--- src/rtl/program_loader.sv ---
// program_loader: streams a little-endian word image into a computer's memory, runs it
// with a cycle timeout, then reads a fixed memory window back out as a word stream.
module program_loader #(
   parameter int unsigned TIMEOUT   = 65535,
   parameter logic [7:0]  DUMP_BASE = 8'hF0,
   parameter int unsigned DUMP_LEN  = 16
) (
   input  logic        clk,
   input  logic        Rst,
   input  logic        Start,
   input  logic [7:0]  Load_Len,
   input  logic [7:0]  In_Byte,
   input  logic        In_Valid,
   output logic        In_Ready,
   output logic        TBorNot,
   output logic [7:0]  Tb_MEMAddr,
   output logic [15:0] Tb_MEMData,
   output logic        Tb_MEMWE,
   output logic        CPU_Rst,
   input  logic        Done,
   input  logic [15:0] OutMEM,
   output logic [15:0] Out_Word,
   output logic        Out_Valid,
   input  logic        Out_Ready,
   output logic        Busy,
   output logic        Error
);
   typedef enum logic [2:0] {
      IDLE, LOAD_LO, LOAD_HI, WRITE, RUN, DUMP_ADDR, DUMP_WAIT, DUMP_OUT
   } state_t;

   state_t      state, state_n;
   logic [7:0]  addr_cnt, lo, mem_addr;
   logic [8:0]  word_cnt, len, idx;
   logic [15:0] mem_data, word;
   logic [31:0] cyc;
   logic        last_word, timeout_hit, last_dump;

   assign last_word   = (word_cnt + 9'd1) == len;
   assign timeout_hit = cyc == TIMEOUT - 1;
   assign last_dump   = (idx + 9'd1) == 9'(DUMP_LEN);

   // Strobes decode straight from state so a reset removes them without waiting for a clock.
   assign In_Ready   = state == LOAD_LO || state == LOAD_HI;
   assign Tb_MEMWE   = state == WRITE;
   assign TBorNot    = state != IDLE && state != RUN;
   assign CPU_Rst    = state != RUN;
   assign Busy       = state != IDLE;
   assign Out_Valid  = state == DUMP_OUT;
   assign Tb_MEMAddr = mem_addr;
   assign Tb_MEMData = mem_data;
   assign Out_Word   = word;

   always_ff @(posedge clk or posedge Rst)
      if (Rst) state <= IDLE;
      else     state <= state_n;

   always_comb begin
      state_n = state;
      case (state)
         IDLE:      state_n = Start ? LOAD_LO : IDLE;
         LOAD_LO:   state_n = In_Valid ? LOAD_HI : LOAD_LO;
         LOAD_HI:   state_n = In_Valid ? WRITE : LOAD_HI;
         WRITE:     state_n = last_word ? RUN : LOAD_LO;
         RUN:       state_n = (Done || timeout_hit) ? DUMP_ADDR : RUN;
         DUMP_ADDR: state_n = DUMP_WAIT;
         DUMP_WAIT: state_n = DUMP_OUT;
         DUMP_OUT:  state_n = Out_Ready ? (last_dump ? IDLE : DUMP_ADDR) : DUMP_OUT;
         default:   state_n = IDLE;
      endcase
   end

   // Memory port registers load one cycle early so WRITE/DUMP_ADDR present settled values.
   always_ff @(posedge clk or posedge Rst)
      if (Rst) begin
         addr_cnt <= '0;
         word_cnt <= '0;
         len      <= '0;
         lo       <= '0;
         mem_addr <= '0;
         mem_data <= '0;
         word     <= '0;
         idx      <= '0;
         cyc      <= '0;
         Error    <= 1'b0;
      end else begin
         case (state)
            IDLE:
               if (Start) begin
                  addr_cnt <= '0;
                  word_cnt <= '0;
                  idx      <= '0;
                  len      <= {Load_Len == 8'd0, Load_Len};
                  Error    <= 1'b0;
               end
            LOAD_LO:
               if (In_Valid) lo <= In_Byte;
            LOAD_HI:
               if (In_Valid) begin
                  mem_addr <= addr_cnt;
                  mem_data <= {In_Byte, lo};
               end
            WRITE: begin
               addr_cnt <= addr_cnt + 8'd1;
               word_cnt <= word_cnt + 9'd1;
               cyc      <= '0;
            end
            RUN:
               if (Done || timeout_hit) begin
                  mem_addr <= DUMP_BASE;
                  Error    <= !Done;
               end else
                  cyc <= cyc + 32'd1;
            DUMP_WAIT:
               word <= OutMEM;
            DUMP_OUT:
               if (Out_Ready) begin
                  idx      <= idx + 9'd1;
                  mem_addr <= DUMP_BASE + idx[7:0] + 8'd1;
               end
            default: ;
         endcase
      end
endmodule

--- config.mk ---
export PLATFORM = sky130hd
export DESIGN_NAME = program_loader
export DESIGN_NICKNAME = d
export VERILOG_FILES = /design/src/rtl/program_loader.sv
export SDC_FILE = /design/constraint.sdc
export NUM_CORES = 1
export LEC_CHECK = 0
export ABC_AREA = 1
export BUFFER_PORTS_ARGS = -buffer_cell sky130_fd_sc_hd__buf_2
export CAP_MARGIN = 20
export CORE_ASPECT_RATIO = 0.5
export CORE_MARGIN = 4
export CORE_UTILIZATION = 63
export CTS_CLUSTER_DIAMETER = 100
export CTS_CLUSTER_SIZE = 40
export DETAILED_ROUTE_END_ITERATION = 6
export PLACE_DENSITY = 0.86
export SLEW_MARGIN = 20
export SYNTH_ARGS = -nofsm -noshare
export SYNTH_HDL_FRONTEND = slang
export SYNTH_SLANG_ARGS = --single-unit
--- constraint.sdc ---
create_clock -name clk -period 7.9 [get_ports clk]
set_input_delay 1.58 -clock clk [delete_from_list [all_inputs] [get_ports clk]]
set_output_delay 1.58 -clock clk [all_outputs]
set_load 0.02 [all_outputs]
* Yosys cells after proc, flatten, opt, wreduce, memory -nomap -nowiden
Cells that the tools add are included.
** Storage, ports and cells
- Flip-flop bits (word level) :: 119
- Bits in latches :: 0
- Bits in writable memories :: 0
- ROM bits :: 0
- Bits of input ports :: 38
- Output and inout port bits :: 47
- Logic and storage cells :: 76
- Memories :: 0
** Operators by class
- $add $sub $neg :: 6
- Multipliers :: 0
- Divide/modulo/power cells :: 0
- Order comparisons :: 0
- Eq/ne operators :: 16
- Shift-type cells :: 0
- Multiplexer cells :: 23
- Bitwise operators :: 0
- Reductions and logical operators :: 20
** Operator list (number)
- $pmux 32 s2 :: 1
- $pmux 9 s2 :: 2
- $add 32x1->32 const B :: 1
- $eq 32x16->1 const B :: 1
- $mux 32 :: 1
- $mux 8 :: 4
- $pmux 3 s8 :: 1
- $pmux 8 s3 :: 1
- $add 9x1->9 const B :: 2
- $mux 9 :: 2
- $add 8x1->8 const B :: 2
- $pmux 8 s2 :: 1
- $eq 3x3->1 const B :: 4
- $reduce_and 2->1 :: 5
- $eq 9x5->1 const B :: 1
- $eq 9x9->1 :: 1
- $mux 3 :: 3
- $add 8x8->8 const A :: 1
- $logic_not 8->1 :: 1
- $ne 2x2->1 const B :: 4
- $reduce_bool 2->1 :: 4
- $eq 3x2->1 const B :: 2
- $reduce_and 3->1 :: 2
- $reduce_bool 3->1 :: 2
- 11 further kinds :: 16

* Longest topological paths before layout
- Depth in word-level cells :: 5
- Mapped depth :: 13
- Gate-level depth less buffers :: 12

* Least setup slack after synthesis
Ideal clock, no wire load.
- Path kind :: register to output
- From :: register state[1]
- To :: output Tb_MEMWE
- Arrival time :: 1.033 ns
- Data required time :: 6.320 ns
- Path slack :: 5.287 ns
- Stages on the path, launching flop included :: 4
- Path buffers :: 1
- Cells stage by stage :: dfrtp_1 nand2_1 nor2_2 buf_2
** Between the ends
- Cells in the longest elaborated chain, start to end :: 1
** RTL lines
- start: declaration :: line 32 : state_t state, state_n;
- start signal: assignment :: line 56 : else state <= state_n;
- $eq 3x2->1 :: line 45 : assign Tb_MEMWE = state == WRITE;
- end: declaration :: line 18 : output logic Tb_MEMWE,
No other way between the ends.

* Final worst setup path
Ends and elaborated chain as after synthesis.

==> run summary <==
status: completed
H-tree depth: 4
Die H: 79.42 um
Netlist cell types: 34
FP Rows: 25
Min-Delay Path Class: flop to flop
Synth async-reset ratio: 100.0%
CTS Hold Buffers Added: 0
Die Wd: 150.8 um
Slew @ Worst Pin: 0.7886 ns
initial drt markers: 514
clk_lat worst skew: 0.41 ns
DR DRC count: 0
critical path type: flop to primary output
Fin Setup TNS: 0 ns
# Max-Cap Violations: 0
Initial DRT Pass Iterations: 7
synth-to-layout area growth: 16.45%
Slew Limit Headroom: 47.43%
Setup crit start kind: flop
GRT overflow: 0
Die Area: 11,980 um2
Mapped Area: 6426 um2
LEAKAGE: 3.901 nW
Yosys warnings: 0
Final Critical Period: 3.460 ns
cells resized by post-CTS repair: 0
Crit Path Max Fanout: 16
syn nets: 903
Tot GR Track Use: 28.98%
Final period util: 43.80%
Routed Antenna Nets: 0
Routed WL: 16,380 um
pin count of the biggest net entering global routing: 90
Via density: 5.570
CP endpoint kind: primary output
Core Area: 9697 um2
final setup violation count: 0
Num Clock Sinks: 119
Port-buffer cells: 84
cts bufs inserted: 17
Critical Path AT: 1.88 ns
Synth top area share: 46.34%
initial antenna violation count: 0
Worst EP required: 6.32 ns
Clock Path Buffers: 2
most common cell in the netlist: nand2_1
Max Clock Skew: 0.008734 ns
first-pass GRT wire length: 27,380 um
Worst-path clk slew: 0.06 ns
Post-synth top flop: dfrtp_1
Initial Util: 66.27%
Post-CTS Setup Inserts: 0
num ports: 85
layout cells sized above 1: 16.42%
Mapped Cells: 859
Max Fclk: 0.2890 GHz
Final #Nets: 988
CTS tree: done
Synth area leader: dfrtp_1
WL per Instance: 15.02 um
register area share after synthesis: 46.34%
Vias: 6,077
DPL Wire Length: 11,240 um
PwrDens: 282.6 nW/um2
CTS Root Cell: clkbuf_16
RSZ-0062 raised after global routing: false
commonest cells in the synthesized netlist: 298 x nand2_1, 119 x dfrtp_1, 88 x inv_1
RePlAce Congestion: 0.9593
synth top area cells: dfrtp_1 46%, nand2_1 17%, inv_1 5.1%
Slew Limit Fails: 0
antenna cells: 0
final hold slack: 0.4659 ns
EDFF count, synth: 0
Yosys reg bits: 119
vias in the first global route: 5,836
Hold Vio Cnt, Final: 0
Mapped Avg Cell Area: 7.481 um2
maximum vdd drop: 0.1877 mV
-- metrics by stage --
step | setup slack (ns) | total power, mW | std cells | cell area [um2] | utilization, %
final | 4.440 | 2.115 | 1091 | 7483 | 77.17
after global routing | 4.336 | 2.229 | 1091 | 7483 | 77.17
after CTS | 4.460 | 2.109 | 1091 | 7480 | 77.14
after detailed placement | 4.772 | 1.375 | 1060 | 6913 | 71.29
after global placement | 4.777 | 1.355 | 1060 | 6913 | 71.29
after floorplan | 3.163 | 1.204 | 859 | 6426 | -
-- final cells by class --
type                    count  area (um2)
inverters                  97       366.6
fillers                   649        2213
clock inverters            11       100.1
clock buffers              20       466.7
well taps                 135       168.9
multi-input cells         623        2964
repair buffers             86       439.2
flip-flops and latches    119        2978
-- cells in the final DEF (no fill, tap or decap), drive strengths merged, types with 6 or more instances in the layout --
master | synthesis | final
clkbuf | 9 | 20
o21ai | 78 | 78
a21oi | 7 | 7
xnor2 | 7 | 7
buf | 11 | 86
nand2 | 310 | 310
nand3 | 59 | 59
nor3 | 11 | 11
dfrtp | 119 | 119
ha | 6 | 6
xor2 | 12 | 12
inv | 96 | 97
o22ai | 10 | 10
o31ai | 10 | 10
nor2 | 83 | 83
nand4 | 22 | 22
-- worst paths after layout --
check	from	endpoint	slack [ns]	depth (start not counted)
max in group asynchronous	Rst	lo[1]	5.63	3
setup / recovery	state[1]	Tb_MEMWE	4.44	3
min in group asynchronous	Rst	Out_Word[9]	1.17	2
hold reg to reg	Out_Word[7]	Out_Word[7]	0.47	2
setup reg to reg	state[1]	state[0]	5.52	7
hold / removal	Out_Word[7]	Out_Word[7]	0.47	2
-- critical path, cell delays in order (launching register included) --
cell and delay (ns):
dfrtp_1 0.40, nand2_1 0.15, nor2_2 0.63, buf_2 0.29
-- cells by family (layout without fill, tap and decap cells) --
logic type / Yosys count / in the layout / share of synthesized area, %
AND/OR/NAND/NOR: 491 / 491 / 33.14
buffers and inverters: 117 / 214 / 7.535
adder cells (fa/ha/maj): 6 / 6 / 1.168
XOR/XNOR: 19 / 19 / 2.590
AO/OA/AOI/OAI: 107 / 107 / 9.229
flip-flops: 119 / 119 / 46.34
-- layer usage --
metal	global-route usage, %	part of all wire, %
met1	38.01	43
met2	48.33	47
met3	6.069	7.5
met4	10.13	2.1
met5	0	0
-- state kept, by name, indices dropped and copies added (netlist names) --
register / cells
lo: 8
Out_Word: 16
state: 3
Tb_MEMAddr: 8
cyc: 32
addr_cnt: 8
Error: 1
word_cnt: 9
idx: 9
Tb_MEMData: 16
len: 9
-- where the power goes --
group | total, mW | switching [mW] | internal [mW]
clock | 0.737 | 0.283 | 0.455
combinational | 0.606 | 0.433 | 0.173
sequential | 0.772 | 0.0673 | 0.704
Power figures use the tool's default switching activity.
